==> config.mk <==
export PLATFORM = sky130hd
export DESIGN_NAME = foa_step_gen_flat
export DESIGN_NICKNAME = d
export VERILOG_FILES = /design/src/rtl/caf_pkg.sv /design/src/rtl/foa_step_gen_if.sv /design/src/rtl/foa_step_gen.sv /design/src/flat_wrapper.sv
export SDC_FILE = /design/constraint.sdc
export NUM_CORES = 1
export LEC_CHECK = 0
export BUFFER_PORTS_ARGS = -buffer_cell sky130_fd_sc_hd__buf_4
export CAP_MARGIN = 0
export CORE_ASPECT_RATIO = 0.9
export CORE_UTILIZATION = 45
export DETAILED_ROUTE_END_ITERATION = 8
export GPL_TIMING_DRIVEN = 0
export PLACE_DENSITY = 0.65
export SLEW_MARGIN = 20
export SYNTH_ARGS = -nofsm -noshare
export SYNTH_HDL_FRONTEND = slang
export SYNTH_SLANG_ARGS = --single-unit
==> constraint.sdc <==
create_clock -name clk -period 4.3 [get_ports clk]
set_input_delay 0.86 -clock clk [delete_from_list [all_inputs] [get_ports clk]]
set_output_delay 0.86 -clock clk [all_outputs]
set_load 0.01 [all_outputs]
==> src/rtl/caf_pkg.sv <==
// Shared constants for the frequency-offset step generator: FSM state encoding and default step width.
package caf_pkg;

    localparam int PHASE_BITS_DEFAULT = 10;

    typedef logic [1:0] state_t;

    localparam state_t IDLE = 2'b00;
    localparam state_t PREP = 2'b01;
    localparam state_t EMIT = 2'b10;
    localparam state_t DONE = 2'b11;

endpackage

==> src/rtl/foa_step_gen_if.sv <==
// AXI-Stream style bundle carrying one frequency-step word per handshake.
interface foa_step_gen_if
    import caf_pkg::*;
#(
    parameter int phase_bits        = PHASE_BITS_DEFAULT,
    parameter int foas_counter_bits = 3
);
    logic                         m_axis_freq_step_tvalid;
    logic                         m_axis_freq_step_tready;
    logic [phase_bits-1:0]        freq_step;
    logic                         neg_shift;
    logic [foas_counter_bits-1:0] freq_step_index;

    modport master (
        output m_axis_freq_step_tvalid,
        input  m_axis_freq_step_tready,
        output freq_step,
        output neg_shift,
        output freq_step_index
    );

    modport slave (
        input  m_axis_freq_step_tvalid,
        output m_axis_freq_step_tready,
        input  freq_step,
        input  neg_shift,
        input  freq_step_index
    );
endinterface

==> src/rtl/foa_step_gen.sv <==
// Emits the signed offsets (k-h)*delta, k = 0..foas-1, as magnitude/sign words on a valid/ready stream.
// FOA_STEP_GEN_SATURATE_EN: clamp overflowing magnitudes to all-ones instead of wrapping.
module foa_step_gen
    import caf_pkg::*;
#(
    parameter int phase_bits        = PHASE_BITS_DEFAULT,
    parameter int foas              = 3,
    parameter int foas_counter_bits = 3
) (
    input  logic                  clk,
    input  logic                  rst,
    input  logic                  start,
    input  logic [phase_bits-1:0] delta,
    foa_step_gen_if.master        m_axis,
    output logic                  busy,
    output logic                  done,
    output logic                  overflow
);
    localparam int H = (foas - 1) / 2;
    localparam logic [foas_counter_bits-1:0] LAST_K    = foas_counter_bits'(foas - 1);
    localparam logic [foas_counter_bits-1:0] PREP_LAST = foas_counter_bits'((H > 0) ? H - 1 : 0);

    state_t                       state_q, state_d;
    logic [phase_bits-1:0]        mag_q, mag_d;
    logic [phase_bits-1:0]        delta_q, delta_d;
    logic                         neg_q, neg_d;
    logic [foas_counter_bits-1:0] idx_q, idx_d;
    logic [foas_counter_bits-1:0] cnt_q, cnt_d;
    logic                         tvalid_q, tvalid_d;
    logic                         busy_q, busy_d;
    logic                         done_q, done_d;
    logic                         ovf_q, ovf_d;

    logic [phase_bits:0]          sum_full, diff_full;
    logic [phase_bits-1:0]        add_res, sub_res, prep_mag;
    logic                         carry, borrow;

    // One shared adder/subtractor serves both the PREP accumulation and the EMIT stepping.
    always_comb begin
        sum_full  = {1'b0, mag_q} + {1'b0, delta_q};
        diff_full = {1'b0, mag_q} - {1'b0, delta_q};
        carry     = sum_full[phase_bits];
        borrow    = diff_full[phase_bits];
`ifdef FOA_STEP_GEN_SATURATE_EN
        add_res   = carry  ? {phase_bits{1'b1}} : sum_full[phase_bits-1:0];
        sub_res   = borrow ? {phase_bits{1'b0}} : diff_full[phase_bits-1:0];
`else
        add_res   = sum_full[phase_bits-1:0];
        sub_res   = diff_full[phase_bits-1:0];
`endif
        prep_mag  = (H > 0) ? add_res : mag_q;
    end

    always_comb begin
        state_d  = state_q;
        mag_d    = mag_q;
        delta_d  = delta_q;
        neg_d    = neg_q;
        idx_d    = idx_q;
        cnt_d    = cnt_q;
        tvalid_d = tvalid_q;
        busy_d   = busy_q;
        done_d   = 1'b0;
        ovf_d    = ovf_q;
        case (state_q)
            IDLE: begin
                if (start) begin
                    state_d = PREP;
                    delta_d = delta;
                    mag_d   = '0;
                    neg_d   = 1'b0;
                    idx_d   = '0;
                    cnt_d   = '0;
                    ovf_d   = 1'b0;
                    busy_d  = 1'b1;
                end
            end
            PREP: begin
                if (H > 0) begin
                    mag_d = prep_mag;
                    ovf_d = ovf_q | carry;
                    cnt_d = cnt_q + 1'b1;
                end
                if (cnt_q == PREP_LAST) begin
                    state_d  = EMIT;
                    tvalid_d = 1'b1;
                    // A zero magnitude is always reported as a non-negative offset.
                    neg_d    = (H > 0) && (prep_mag != '0);
                end
            end
            EMIT: begin
                if (m_axis.m_axis_freq_step_tready) begin
                    if (idx_q == LAST_K) begin
                        state_d  = DONE;
                        tvalid_d = 1'b0;
                        done_d   = 1'b1;
                    end else begin
                        idx_d = idx_q + 1'b1;
                        if (neg_q) begin
                            mag_d = sub_res;
                            ovf_d = ovf_q | borrow;
                            if (sub_res == '0) neg_d = 1'b0;
                        end else begin
                            mag_d = add_res;
                            ovf_d = ovf_q | carry;
                        end
                    end
                end
            end
            DONE: begin
                state_d = IDLE;
                busy_d  = 1'b0;
            end
            default: begin
                state_d  = IDLE;
                tvalid_d = 1'b0;
                busy_d   = 1'b0;
            end
        endcase
    end

    always_ff @(posedge clk) begin
        if (rst) begin
            state_q  <= IDLE;
            mag_q    <= '0;
            delta_q  <= '0;
            neg_q    <= 1'b0;
            idx_q    <= '0;
            cnt_q    <= '0;
            tvalid_q <= 1'b0;
            busy_q   <= 1'b0;
            done_q   <= 1'b0;
            ovf_q    <= 1'b0;
        end else begin
            state_q  <= state_d;
            mag_q    <= mag_d;
            delta_q  <= delta_d;
            neg_q    <= neg_d;
            idx_q    <= idx_d;
            cnt_q    <= cnt_d;
            tvalid_q <= tvalid_d;
            busy_q   <= busy_d;
            done_q   <= done_d;
            ovf_q    <= ovf_d;
        end
    end

    assign m_axis.m_axis_freq_step_tvalid = tvalid_q;
    assign m_axis.freq_step               = mag_q;
    assign m_axis.neg_shift               = neg_q;
    assign m_axis.freq_step_index         = idx_q;
    assign busy                           = busy_q;
    assign done                           = done_q;
    assign overflow                       = ovf_q;

endmodule

==> src/flat_wrapper.sv <==
// flat-port wrapper written by rule: the top's interface ports become plain ports
module foa_step_gen_flat import caf_pkg::*;
#(
    parameter int phase_bits        = PHASE_BITS_DEFAULT,
    parameter int foas              = 3,
    parameter int foas_counter_bits = 3
)
  (clk, rst, start, delta, busy, done, overflow, m_axis_m_axis_freq_step_tvalid, m_axis_m_axis_freq_step_tready, m_axis_freq_step, m_axis_neg_shift, m_axis_freq_step_index);
  foa_step_gen_if #(.phase_bits(phase_bits), .foas_counter_bits(foas_counter_bits)) m_axis_i ();
  input  logic clk;
  input  logic rst;
  input  logic start;
  input  logic [phase_bits-1:0] delta;
  output logic busy;
  output logic done;
  output logic overflow;
  output wire logic [$bits(m_axis_i.m_axis_freq_step_tvalid)-1:0] m_axis_m_axis_freq_step_tvalid;
  input wire logic [$bits(m_axis_i.m_axis_freq_step_tready)-1:0] m_axis_m_axis_freq_step_tready;
  output wire logic [$bits(m_axis_i.freq_step)-1:0] m_axis_freq_step;
  output wire logic [$bits(m_axis_i.neg_shift)-1:0] m_axis_neg_shift;
  output wire logic [$bits(m_axis_i.freq_step_index)-1:0] m_axis_freq_step_index;
  assign m_axis_m_axis_freq_step_tvalid = m_axis_i.m_axis_freq_step_tvalid;
  assign m_axis_i.m_axis_freq_step_tready = m_axis_m_axis_freq_step_tready;
  assign m_axis_freq_step = m_axis_i.freq_step;
  assign m_axis_neg_shift = m_axis_i.neg_shift;
  assign m_axis_freq_step_index = m_axis_i.freq_step_index;
  foa_step_gen #(.phase_bits(phase_bits), .foas(foas), .foas_counter_bits(foas_counter_bits)) u_core (.clk(clk), .rst(rst), .start(start), .delta(delta), .m_axis(m_axis_i), .busy(busy), .done(done), .overflow(overflow));
endmodule
Word-level counts from Yosys, hierarchy flattened
Cells that the tools add are included.
{"block": "totals", "output_inout_bits": 18, "elab_cells": 78, "register_bits": 33, "in_bits": 14}
{"block": "op_classes", "n_addsub": 4, "bitwise": 4, "n_eq_ne": 9, "mux": 33, "reduce_logical": 18}
{"op": "$mux 10", "count": 4}
{"op": "$pmux 10 s3", "count": 1}
{"op": "$reduce_and 4->1", "count": 4}
{"op": "$mux 1", "count": 14}
{"op": "$pmux 3 s2", "count": 2}
{"op": "$add 10x10->11", "count": 1}
{"op": "$sub 10x10->11", "count": 1}
{"op": "$logic_not 10->1", "count": 1}
{"op": "$reduce_bool 10->1", "count": 1}
{"op": "$mux 3", "count": 3}
{"op": "$mux 2", "count": 4}
{"op": "$pmux 2 s4", "count": 1}
{"op": "$reduce_bool 2->1", "count": 4}
{"op": "$add 3x1->3 const B", "count": 2}
{"op": "$ne 2x2->1 const B", "count": 3}
{"op": "$pmux 1 s3", "count": 2}
{"op": "$reduce_and 2->1", "count": 3}
{"op": "$reduce_and 5->1", "count": 1}
{"op": "$eq 2x2->1 const B", "count": 2}
{"op": "$ne 2x1->1 const B", "count": 2}
{"op": "$pmux 1 s2", "count": 2}
{"op": "$eq 3x2->1 const B", "count": 1}
{"op": "$logic_not 3->1", "count": 1}
{"op": "$reduce_bool 3->1", "count": 1}
{"op": "5 further kinds", "count": 7}

Logic depth before layout (Yosys ltp)
{"block": "logic_depth", "word_depth": 7, "ltp_mapped": 11, "ltp_nobuf": 11}

Worst setup path after synthesis
Ideal clock, no wire load.
{"block": "synth_path", "kind": "reg2reg", "from": "reg u_core.mag_q[1] (netlist: u_core.m_axis.freq_step[1])", "to": "reg u_core.neg_q (netlist: u_core.m_axis.neg_shift)", "setup_ps": 125, "required_time_ps": 4175, "path_buffers": 0, "path_slack_ps": 1639, "period_less_slack_ps": 2661, "stages_incl_launch_ff": 10, "arrival_ps": 2536, "cell_sequence": "dfxtp_1 > ha_1 > nand2b_1 > a2111oi_0 > a211o_2 > xor2_1 > o211ai_1 > or4_1 > a211oi_1 > o41ai_1"}
{"block": "synth_via", "elab_chain_len": 7, "word_cells_on_any_way": 10, "classes_between": "add/sub: 2; mux: 6; reduce/logical: 2"}
{"element": "from (decl)", "line": "foa_step_gen.sv:24", "source": "logic [phase_bits-1:0] mag_q, mag_d;"}
{"element": "from (signal assigned)", "line": "foa_step_gen.sv:136", "source": "mag_q <= mag_d;"}
{"element": "$sub 10x10->11", "line": "foa_step_gen.sv:41", "source": "diff_full = {1'b0, mag_q} - {1'b0, delta_q};"}
{"element": "$logic_not 10->1", "line": "foa_step_gen.sv:102", "source": "if (sub_res == '0) neg_d = 1'b0;"}
{"element": "$mux 1", "line": "foa_step_gen.sv:102"}
{"element": "$mux 1", "line": "foa_step_gen.sv:99", "source": "if (neg_q) begin"}
{"element": "$mux 1", "line": "foa_step_gen.sv:93", "source": "if (idx_q == LAST_K) begin"}
{"element": "$mux 1", "line": "foa_step_gen.sv:92", "source": "if (m_axis.m_axis_freq_step_tready) begin"}
{"element": "$pmux 1 s3 *", "line": "foa_step_gen.sv:65", "source": "case (state_q)"}
{"element": "to (signal assigned)", "line": "foa_step_gen.sv:138", "source": "neg_q <= neg_d;"}
{"element": "to (decl)", "line": "foa_step_gen.sv:26", "source": "logic neg_q, neg_d;"}
Every way passes the cells marked *; elsewhere a longest branch is shown, timed or not. The select of a mux whose other input is x is not followed.
A chain may end at the register's enable or synchronous reset.

Final worst setup path
{"block": "layout_path", "from": "reg u_core.delta_q[1]", "to": "reg u_core.neg_q (netlist: u_core.m_axis.neg_shift)"}
{"block": "layout_via", "elab_chain_len": 7, "word_cells_on_any_way": 10, "classes_between": "add/sub: 2; mux: 6; reduce/logical: 2"}
{"element": "from (decl)", "line": "foa_step_gen.sv:25", "source": "logic [phase_bits-1:0] delta_q, delta_d;"}
{"element": "from (signal assigned)", "line": "foa_step_gen.sv:137", "source": "delta_q <= delta_d;"}
{"element": "$sub 10x10->11", "line": "foa_step_gen.sv:41"}
{"element": "$logic_not 10->1", "line": "foa_step_gen.sv:102"}
{"element": "$mux 1", "line": "foa_step_gen.sv:102"}
{"element": "$mux 1", "line": "foa_step_gen.sv:99"}
{"element": "$mux 1", "line": "foa_step_gen.sv:93"}
{"element": "$mux 1", "line": "foa_step_gen.sv:92"}
{"element": "$pmux 1 s3 *", "line": "foa_step_gen.sv:65"}
Marks and branches as above.

==> impl_metrics.env <==
export IMPL_result_of_the_run="finished clean"
export IMPL_floorplan_initialDensity_pct=47.7
export IMPL_power_total_mw=1.29
export IMPL_power_sequential_fraction_pct=29.4
export IMPL_timing_critical_path_fanout_max=4
export IMPL_worst_case_vdd_ir_drop_v=0.000235
export IMPL_route_vias_total=2342
export IMPL_globalRouteTotalUtil_pct=22.8
export IMPL_ctsResizeCount=0
export IMPL_num_antenna_cells=0
export IMPL_place_ws_ns=1.32
export IMPL_min_period_ns=2.99
export IMPL_setup_viols_final=0
export IMPL_syn2layout_area_growth_pct=15.5
export IMPL_whs_path_depth=2
export IMPL_synth_edf_count=0
export IMPL_via_per_inst=5.42
export IMPL_cts_root_buf="clkbuf_8"
export IMPL_fmax_mhz=335
export IMPL_route_antenna_remaining_nets=0
export IMPL_drt_iter0_drc=199
export IMPL_multiInputGateArea_mm2=0.00170
export IMPL_die_x_um=81.4
export IMPL_classification_of_the_worst_setup_path="reg -> reg"
export IMPL_critPathArrivalTime_ns=3.18
export IMPL_sequential_area_share_after_synthesis_pct=25.9
export IMPL_cts_htree_levels=2
export IMPL_maxCapViolations=0
export IMPL_seq_area_um2=661
export IMPL_power_density_mw_per_mm2=438
export IMPL_grt_ovfl_total=0
export IMPL_top_level_ports=32
export IMPL_netlist_cell_type_count=53
export IMPL_drt_first_pass_iters=4
export IMPL_asyncSetResetFlopFracSynth_pct=0
export IMPL_fin_hold_viols=0
export IMPL_relSlewSlack_pct=46.4
export IMPL_capture_point_of_the_worst_reg_to_reg_path="u_core.m_axis.neg_shift"
export IMPL_cell_internal_pwr_mw=0.699
export IMPL_netSwitchingFraction_pct=45.8
export IMPL_fp_coreArea_mm2=0.00535
export IMPL_leakagePower_nw=1.27
export IMPL_final_layout_size_suffix_gt1_share_pct=14.2
export IMPL_placementRows=25
export IMPL_n_fill_cell=537
export IMPL_yosys_warnings=0
export IMPL_gpl_final_weighted_congestion=0.879
export IMPL_clk_transition_reported_paths_ns=0.08
export IMPL_finish_utilization_pct=55.1
export IMPL_fin_ws_ns=1.31
export IMPL_setup_reg_to_reg_worst_slack_ns=1.31
export IMPL_end_kind="flop"
export IMPL_numClockSinks=33
export IMPL_synthesis_area_mm2=0.00255
export IMPL_maximum_number_of_pins_on_one_net_before_global_route_repair=12
export IMPL_fp_dieH_um=73.4
export IMPL_hpwlAfterDp_um=4590
export IMPL_fin_skew_ns=0.00907
export IMPL_drc=0
export IMPL_die_area_mm2=0.00597
export IMPL_power_switching_mw=0.592
export IMPL_endpoint_required_time_on_the_critical_path_ns=4.49
export IMPL_yosys_most_used_dff="dfxtp_1"
export IMPL_ys_seq_elements=33
export IMPL_routed_wirelength_um=6250
export IMPL_post_route_clock_period_utilization_pct=69.5
export IMPL_power_clock_fraction_pct=18.8
export IMPL_cts_buffers_inserted=5
export IMPL_r2r_start="u_core.delta_q[1]"
export IMPL_grt_antenna_before_repair=0
export IMPL_max_slew_worst_pin_slew_ns=0.797
export IMPL_cts_hold_fix_buffers=0
export IMPL_fin_hold_ws_ns=0.478
export IMPL_tritoncts="built"
export IMPL_route_detailed_wl_per_inst_um=14.5
export IMPL_synthesis_instances=327
export IMPL_r2r_cells=10
export IMPL_setup_repair_after_global_routing_missed_its_margin="false"
export IMPL_synth_avg_cell_area_um2=7.80
export IMPL_placement_io_buffers=30
export IMPL_whs_endpoint="u_core.delta_q[8]"
export IMPL_final_setup_tns_ns=0
export IMPL_worst_setup_path_start_kind="flop"
export IMPL_slew_viol_final=0
export IMPL_clkLatencyLatePin_ns=0.30
export IMPL_synthesis_nets=372
export IMPL_vias_in_the_first_global_route=2054
export IMPL_worstHoldPathType="reg -> reg"
export IMPL_grt_first_pass_wirelength_um=10200
export IMPL_final_nets=409
export IMPL_hp_start="u_core.delta_q[8]"
export IMPL_power_combinational_fraction_pct=51.9
export IMPL_cts_root_to_sink_buffers=2
export IMPL_cts_setup_buffers=0
==> cells by family (layout without fill, tap and decap cells) <==
logic type      Yosys count  in the layout  share of synthesized area (%)
simple gates            109            109                           21.0
compound gates           92             92                           24.4
buf+inv                  46             84                           7.31
flops                    33             33                           25.9
fa+ha+maj                31             31                           15.8
xor+xnor                 14             14                           4.81
mux                       2              2                          0.785
==> critical path, cell delays in order (launching register included) <==
cell,delay [ns]
dfxtp_1,0.42
inv_1,0.11
ha_1,0.30
nand2b_1,0.17
a2111oi_0,0.54
a211o_2,0.22
xor2_1,0.18
o211ai_1,0.11
or4_1,0.51
a211oi_1,0.24
o41ai_1,0.10
==> worst max path at each step <==
| stage | from | endpoint | slack, ns | cells after the start |
|---|---|---|---|---|
| 2_1_floorplan | u_core.m_axis.freq_step[1] | u_core.m_axis.neg_shift | 1.64 | 9 |
| 3_3_place_gp | u_core.delta_q[1] | u_core.m_axis.neg_shift | 1.33 | 10 |
| 3_5_place_dp | u_core.delta_q[1] | u_core.m_axis.neg_shift | 1.32 | 10 |
| 4_1_cts | u_core.delta_q[1] | u_core.m_axis.neg_shift | 1.32 | 10 |
| 5_1_grt | u_core.delta_q[1] | u_core.m_axis.neg_shift | 1.12 | 10 |
| 6_report | u_core.delta_q[1] | u_core.m_axis.neg_shift | 1.31 | 10 |
==> placed cells by master (no fill, tap or decap), types with 10 or more instances in the layout <==
cell	Yosys	final
nor2_1	34	34
inv_1	30	30
clkbuf_1	10	10
buf_4	0	30
a22oi_1	11	11
dfxtp_1	33	33
a21oi_1	30	30
o21ai_0	15	15
ha_1	29	29
nand2_1	32	32
==> cells in the mapped netlist (5+ instances only) <==
master    count  area share (%)
dfxtp_1      33              26
inv_1        30             4.4
xor2_1        5             1.7
a21oi_1      30             5.9
clkbuf_1     10             1.5
nor3_1        5            0.98
xnor2_1       9             3.1
o21ai_0      15             2.9
nand3_1       6             1.2
nor2_1       34             5.0
a22oi_1      11             3.2
ha_1         29              14
nand2_1      32             4.7
==> power by group through the flow <==
| stage | registers (mW) | clock network, mW | logic, mW |
|---|---|---|---|
| finish | 0.379 | 0.242 | 0.670 |
| global route | 0.387 | 0.265 | 0.753 |
| CTS | 0.379 | 0.247 | 0.666 |
| detailed placement | 0.387 | 0 | 0.662 |
| global placement | 0.385 | 0 | 0.659 |
| floorplan | 0.385 | 0 | 0.490 |
==> through the flow <==
step	instances	area, um2
final	432	2950
after global routing	432	2950
after CTS	432	2950
after detailed placement	424	2860
after global placement	424	2860
after floorplan	327	2550
==> final cells by class <==
| type | count | area share (%) |
|---|---|---|
| Timing Repair Buffer | 30 | 7.65 |
| Buffer | 16 | 2.51 |
| Inverter | 30 | 3.82 |
| Clock inverter | 3 | 0.595 |
| Sequential cell | 33 | 22.4 |
| Multi-Input combinational cell | 248 | 57.8 |
| Clock buffer | 5 | 2.34 |
| Tap cell | 67 | 2.85 |
==> per-layer routing <==
layer	global-route usage [%]	share of wire [%]
met2	31.3	41
met5	0	0
met3	5.22	4.1
met1	34.9	54
met4	5.95	1.0
==> registers in the layout (all words and copies together) (netlist names) <==
| register | count |
|---|---|
| u_core.m_axis.m_axis_freq_step_tvalid | 1 |
| u_core.busy | 1 |
| u_core.m_axis.freq_step_index | 3 |
| u_core.m_axis.freq_step | 10 |
| u_core.done | 1 |
| u_core.delta_q | 10 |
| u_core.overflow | 1 |
| u_core.m_axis.neg_shift | 1 |
| u_core.cnt_q | 3 |
| u_core.state_q | 2 |
Note: power is estimated with default switching activity, not from simulation.
